`config.mk`:
```
export PLATFORM = sky130hd
export DESIGN_NAME = id_token_collector
export DESIGN_NICKNAME = d
export VERILOG_FILES = /design/src/rtl/id_token_collector.sv
export SDC_FILE = /design/constraint.sdc
export NUM_CORES = 1
export LEC_CHECK = 0
export BUFFER_PORTS_ARGS = -buffer_cell sky130_fd_sc_hd__buf_2
export CAP_MARGIN = 0
export CORE_UTILIZATION = 50
export CTS_BUF_LIST = sky130_fd_sc_hd__clkbuf_16
export DETAILED_ROUTE_END_ITERATION = 8
export HOLD_SLACK_MARGIN = 0.05
export PLACE_DENSITY_LB_ADDON = 0.2
export REMOVE_ABC_BUFFERS = 1
export SETUP_SLACK_MARGIN = 0.3
export SLEW_MARGIN = 20
export SYNTH_ARGS = -nofsm -noshare
export SYNTH_HDL_FRONTEND = slang
export SYNTH_SLANG_ARGS = --single-unit
```
`constraint.sdc`:
```
create_clock -name clk -period 3.61 [get_ports clk]
set_input_delay 0.1805 -clock clk [delete_from_list [all_inputs] [get_ports clk]]
set_output_delay 0.1805 -clock clk [all_outputs]
set_load 0.02 [all_outputs]
```
`src/rtl/id_token_collector.sv`:
```
// id_token_collector: delimits identifier runs on the char stream and queues {len, first, last} tokens
module id_token_collector #(
  parameter int DEPTH = 4,
  parameter int LEN_W = 8,
  parameter int CNT_W = 16
) (
  input  logic             clk,
  input  logic             rst_n,
  input  logic [7:0]       char,
  input  logic             match,
  input  logic             tok_ready,
  output logic             tok_valid,
  output logic [LEN_W-1:0] tok_len,
  output logic [7:0]       tok_first,
  output logic [7:0]       tok_last,
  output logic [CNT_W-1:0] tok_count,
  output logic [CNT_W-1:0] drop_count
);
  localparam int AW = $clog2(DEPTH);
  typedef enum logic {IDLE, RUN} state_t;
  state_t state, state_nx;
  logic [7:0] char_d, first, last;
  logic [LEN_W-1:0] len;
  logic last_match, alpha, digit, push_req, pop, full, push, drop;
  logic [LEN_W-1:0] mem_len [DEPTH];
  logic [7:0] mem_first [DEPTH];
  logic [7:0] mem_last [DEPTH];
  logic [AW-1:0] wr_ptr, rd_ptr;
  logic [AW:0] occ;
  always_comb begin
    alpha = (char_d >= 8'h41 && char_d <= 8'h5a) || (char_d >= 8'h61 && char_d <= 8'h7a);
    digit = char_d >= 8'h30 && char_d <= 8'h39;
    state_nx = (state == IDLE) ? (alpha ? RUN : IDLE) : ((alpha || digit) ? RUN : IDLE);
    push_req = (state == RUN) && !(alpha || digit) && last_match;
    pop = tok_valid && tok_ready;
    full = occ == (AW+1)'(DEPTH);
    push = push_req && (!full || pop);
    drop = push_req && full && !pop;
  end
  always_ff @(posedge clk or negedge rst_n)
    if (!rst_n) state <= IDLE;
    else state <= state_nx;
  always_ff @(posedge clk or negedge rst_n) begin
    if (!rst_n) begin
      char_d <= '0;
      len <= '0;
      first <= '0;
      last <= '0;
      last_match <= 1'b0;
      wr_ptr <= '0;
      rd_ptr <= '0;
      occ <= '0;
      tok_count <= '0;
      drop_count <= '0;
      for (int i = 0; i < DEPTH; i++) begin
        mem_len[i] <= '0;
        mem_first[i] <= '0;
        mem_last[i] <= '0;
      end
    end else begin
      char_d <= char;
      if (state == IDLE && alpha) begin
        len <= LEN_W'(1);
        first <= char_d;
        last <= char_d;
        last_match <= match;
      end else if (state == RUN && (alpha || digit)) begin
        len <= (&len) ? len : len + 1'b1;
        last <= char_d;
        last_match <= match;
      end
      if (push) begin
        mem_len[wr_ptr] <= len;
        mem_first[wr_ptr] <= first;
        mem_last[wr_ptr] <= last;
        wr_ptr <= wr_ptr + 1'b1;
        tok_count <= tok_count + 1'b1;
      end
      if (pop) rd_ptr <= rd_ptr + 1'b1;
      occ <= occ + (AW+1)'(push) - (AW+1)'(pop);
      if (drop && !(&drop_count)) drop_count <= drop_count + 1'b1;
    end
  end
  assign tok_valid = occ != '0;
  assign tok_len = mem_len[rd_ptr];
  assign tok_first = mem_first[rd_ptr];
  assign tok_last = mem_last[rd_ptr];
endmodule

```
* After elaboration in Yosys (flattened, before gate mapping) *
Cells that the tools add are included.

word-level totals
  register bits after elaboration = 169
  latch bits = 0
  memory bits (writable) = 0
  memory bits (read-only) = 0
  bits of input ports = 12
  output and inout port bits = 57
  logic and storage cells = 93
  memories kept = 0

cells by class
  add/subtract/negate cells = 7
  multipliers = 0
  divide/modulo/power cells = 0
  magnitude comparators = 9
  eq/ne operators = 2
  shift operators = 0
  mux-type cells = 24
  bitwise logic cells = 3
  reduce and logical (&&, ||, !) cells = 25

operators by type and width
  cell                                                                count
  bitwise mux 32 bit                                                  3
  two-way mux 8 bit                                                   12
  binary-select mux 8 bit (select 2 bit)                              3
  adder 16 x 1 -> 16 bit (second input constant)                      2
  demux 8 bit (select 2 bit)                                          1
  greater-or-equal comparator 8 x 7 -> 1 bit (second input constant)  2
  less-or-equal comparator 8 x 7 -> 1 bit (second input constant)     2
  AND reduction 16 bit                                                1
  logical AND 1 bit                                                   13
  adder 8 x 1 -> 8 bit (second input constant)                        1
  greater-or-equal comparator 8 x 6 -> 1 bit (second input constant)  1
  less-or-equal comparator 8 x 6 -> 1 bit (second input constant)     1
  AND reduction 8 bit                                                 1
  greater-or-equal comparator 3 bit (second input constant)           2
  NOT 2 -> 3 bit                                                      2
  two-way mux 1 bit                                                   5
  adder 2 x 1 -> 2 bit (second input constant)                        2
  zero test 1 bit                                                     4
  adder 3 x 1 -> 3 bit                                                1
  equality test 3 bit (second input constant)                         1
  logical OR 1 bit                                                    3
  less-than comparator 3 x 1 -> 1 bit (second input constant)         1
  nonzero test 3 bit                                                  1
  subtractor 3 x 1 -> 3 bit                                           1
  other kinds (4)                                                     4

* Longest topological paths before layout *
  word-level depth = 10
  gate-level depth with buffers = 10
  gate-level depth less buffers = 9

* Worst setup path before layout *
No wires, ideal clock.

  path kind = reg2reg
  start point = register char_d[4]
  end point = register occ[2]
  library setup time = 125 ps
  arrival = 2460 ps
  required time = 3485 ps
  slack = 1025 ps
  stages on the path, launching flop included = 10
  path buffers = 1
  period minus slack after synthesis = 2585 ps
  cell sequence = dfrtp_1 or4_1 o22a_2 a21boi_4 buf_2 ha_1 inv_1 fa_1 xnor2_1 xnor2_1

on the way
  word-level cells in the longest chain between the ends = 10
  elaborated cells between the ends (all ways) = 17
  those cells by class = add/sub: 2; order compare: 6; reduce/logical: 9

RTL lines
  item                                                                                                   line  RTL
  from (decl)                                                                                            22    logic [7:0] char_d, first, last;
  from (signal assigned)                                                                                 61    char_d <= char;
  greater-or-equal comparator 8 x 7 -> 1 bit or less-or-equal comparator 8 x 7 -> 1 bit (tied branches)  31    alpha = (char_d >= 8'h41 && char_d <= 8'h5a) || (char_d >= 8'h61 && char_d <= 8'h7a);
  logical AND 1 bit                                                                                      31
  logical OR 1 bit                                                                                       31
  logical OR 1 bit (*)                                                                                   34    push_req = (state == RUN) && !(alpha || digit) && last_match;
  zero test 1 bit (*)                                                                                    34
  logical AND 1 bit (*) (2 in series)                                                                    34
  logical AND 1 bit (*)                                                                                  37    push = push_req && (!full || pop);
  named net push                                                                                         24    logic last_match, alpha, digit, push_req, pop, full, push, drop;
  adder 3 x 1 -> 3 bit (*)                                                                               80    occ <= occ + (AW+1)'(push) - (AW+1)'(pop);
  subtractor 3 x 1 -> 3 bit (*)                                                                          80
  to (signal assigned)                                                                                   80
  to (decl)                                                                                              29    logic [AW:0] occ;

Mark *: on every way through the listed nets, which the timed path passes. The rest lies on a longest branch.
A chain may end at the register's enable or synchronous reset.

* Worst setup path in the final report *
  start point = register char_d[4]
  end point = register mem_len[12] (netlist name)

on the way
  word-level cells in the longest chain between the ends = 8
  elaborated cells between the ends (all ways) = 15
  those cells by class = order compare: 6; reduce/logical: 9

RTL lines
  item                                                                                                   line  RTL
  greater-or-equal comparator 8 x 7 -> 1 bit or less-or-equal comparator 8 x 7 -> 1 bit (tied branches)  31
  logical AND 1 bit                                                                                      31
  logical OR 1 bit                                                                                       31
  logical OR 1 bit (*)                                                                                   34
  zero test 1 bit (*)                                                                                    34
  logical AND 1 bit (*) (2 in series)                                                                    34
  logical AND 1 bit (*)                                                                                  37
  to (signal, indexed assignment)                                                                        73    mem_len[wr_ptr] <= len;
  to (decl)                                                                                              25    logic [LEN_W-1:0] mem_len [DEPTH];

Mark *: on every way between the ends. The rest lies on a longest branch, timed or not.

==> metrics.yaml <==
rrSetupSlack_ps: 770
rsz0062_at_grt: "no"
p_total_mw: 5.94
antenna_found_initial: 0
synth_area_leaders: "dfrtp_1 (56%), mux2_2 (16%), mux4_2 (7.2%)"
ir_worst_vdd_mv: 0.367
path_class: "register to register"
synth_top_area_frac: 0.562
seq_area_frac_synth: 0.562
cts_root_buf: "clkbuf_16"
hold_depth: 3
hold_path.class: "input pin to register"
fin_tns_setup_ps: 0
place.gp.congestion: 0.807
die_w_um: 125
firstDrtPassIters: 4
clockBufferDepth: 2
p_leak_nw: 4.18
grt_max_degree: 122
dp_worst_setup_slack_ps: 743
outcome: "completed"
cts_buffers: 17
cts_tree: "done"
drtIter0Drc: 227
setup_slack_ps: 774
htreeDepth: 4
synth_cells: 533
slew_headroom: 0.348
r2r-start: "char_d[4]$_DFF_PN0_"
setup_viol: 0
synth-seq-cells: 169
yosys_warnings: 0
drv_cap: 0
slowest_stage: "or4_1"
drc_errors: 0
max_stage_delay_ps: 570
cts.clk_slew.worst_paths_ps: 60
crit_path_end_kind: "register"
fin_crit_sh: 0.786
diodes: 0
grt_pass1_vias: 4837
startpoint: "char_d[4]$_DFF_PN0_"
gr-total-overflow: 0
required_ps: 3910
dp_hpwl_mm: 9.35
track_usage: 0.206
synth_async_sr_flop_share: 1.00
vias_per_cell: 5.59
tightest_slew_ps: 978
worstReg2RegEnd: "mem_len[12]$_DFFE_PN0P_"
synth_edf_count: 0
core_um2: 14600
max_freq_ghz: 0.353
syn_area_um2: 7530
area_delta_synth_final_pct: 15.5
post_drt_wl_per_cell_um: 18.1
drv_slew: 0
fin_util: 0.596
ant_nets: 0
hold_violations: 0
rows: 44
drive_above_1_share: 0.400
avgSynthCellArea_um2: 14.1
power.density_nw_per_um2: 682
synth_cell_types: 51
nFillCells: 1187
fin_worst_skew_ps: 12.7
netlist_top_cells_count: "dfrtp_1 (169), mux2_2 (104), nand2_1 (45)"
timing.final.crit_period_ps: 2840
ios: 69
initial_core_util: 0.516
worstSkewPairLatency_ps: 420
grt_pass1_wl_mm: 24.8
yosysTopAreaCell: "dfrtp_1"
fin_nets: 638
post_cts_resize_count: 0
drt-total-wl_mm: 14.7
num_vias: 4537
crit_fanout: 24
endpoint: "mem_len[12]$_DFFE_PN0P_"
die_area_um2: 15600
worst_hold_slack_ps: 145
yosysMostFrequentCell: "dfrtp_1"
worstRegToRegCells: 5
cp-start-kind: "register"
fp.dieH_um: 125
port_buffers: 68
synth_ff_type: "dfrtp_1"
cts.sinks: 169
cp_cell_sequence: "or4_1 > o22a_2 > a21boi_4 > nand2_2 > mux2_2"
arrival_ps: 3130
## layout make-up
class / count / area [um^2] / area share
clock buffers: 17 / 425 / 0.0489
clock inverters: 14 / 143 / 0.0164
inverters: 10 / 37.5 / 0.00432
multi-input cells: 329 / 3100 / 0.356
flip-flops and latches: 169 / 4230 / 0.486
well taps: 184 / 230 / 0.0265
repair buffers: 89 / 532 / 0.0611
## repair_timing
item / in CTS / in global routing
setup buffers: 0 / 0
endpoints found under the hold margin: 128 / 0
endpoints found under the setup margin: 0 / 0
hold buffers: 10 / 0
## power by group
group / switching, mW / internal [mW] / total, mW
Combinational: 0.750 / 0.790 / 1.54
Clock: 0.695 / 1.06 / 1.76
Sequential: 0.322 / 2.31 / 2.64
Total: 1.77 / 4.17 / 5.94
## state kept, by name, indices dropped and copies added, names as in the netlist
register	flops
occ	3
drop_count	16
len	8
state	1
char_d	8
mem_len	32
first	8
wr_ptr	2
mem_last	32
last_match	1
rd_ptr	2
last	8
mem_first	32
tok_count	16
## cells by family after synthesis
group | Yosys count | share of synthesized area
xor gates and xnor gates | 35 | 0.0407
AOI/OAI and AO/OA | 29 | 0.0289
DFF | 169 | 0.562
buffers and inverters | 35 | 0.0267
adders and majority gates | 10 | 0.0176
muxes | 128 | 0.227
and+or+nand+nor | 127 | 0.0972
## worst min-delay path by stage
stage                          from  slack (ps)                     to
after floorplan               rst_n        -120    char_d[0]$_DFF_PN0_
after global placement      char[0]         290    char_d[0]$_DFF_PN0_
after detailed placement    char[5]         290    char_d[5]$_DFF_PN0_
after CTS                 tok_ready         140  rd_ptr[0]$_DFFE_PN0P_
after global routing      tok_ready         180  rd_ptr[0]$_DFFE_PN0P_
final                     tok_ready         150  rd_ptr[0]$_DFFE_PN0P_
## layer usage
metal	wire, um	global-route usage	vias to the layer above
met5	0	0	-
met4	293	0.0808	0
met3	456	0.0434	21
met2	7250	0.337	76
met1	6680	0.270	2348
li1	-	-	2092
## cell usage in the layout (no fill, tap or decap), types with 3 or more instances in the layout
cell and count:
nor4_1 3, nor3_1 15, clkinv_1 3, a21oi_1 5, nor4_2 3, nand3_1 15
and3_1 4, clkbuf_16 17, inv_1 13, nor2_1 3, and4_1 3, dlygate4sd3_1 10
nand2_1 45, o21ai_0 7, buf_4 11, nand2_2 4, o31ai_1 3, nand4_1 7
dfrtp_1 169, ha_1 9, buf_2 67, xor2_1 24, mux4_2 24, and2_1 8
xnor2_1 11, bufinv_16 3, mux2_2 104
## critical path: cells and delay by family, from the launching register on
kind / cells / cell delay (ps)
simple gates: 2 / 1130
compound gates: 2 / 720
mux: 1 / 450
flops: 1 / 410
## per-stage QoR
| step | cells | area (um^2) |
|---|---|---|
| finish | 812 | 8700 |
| global route | 812 | 8700 |
| CTS | 812 | 8690 |
| detailed placement | 771 | 8030 |
| global placement | 771 | 8030 |
| floorplan | 508 | 7370 |
Power figures use the tool's default switching activity.
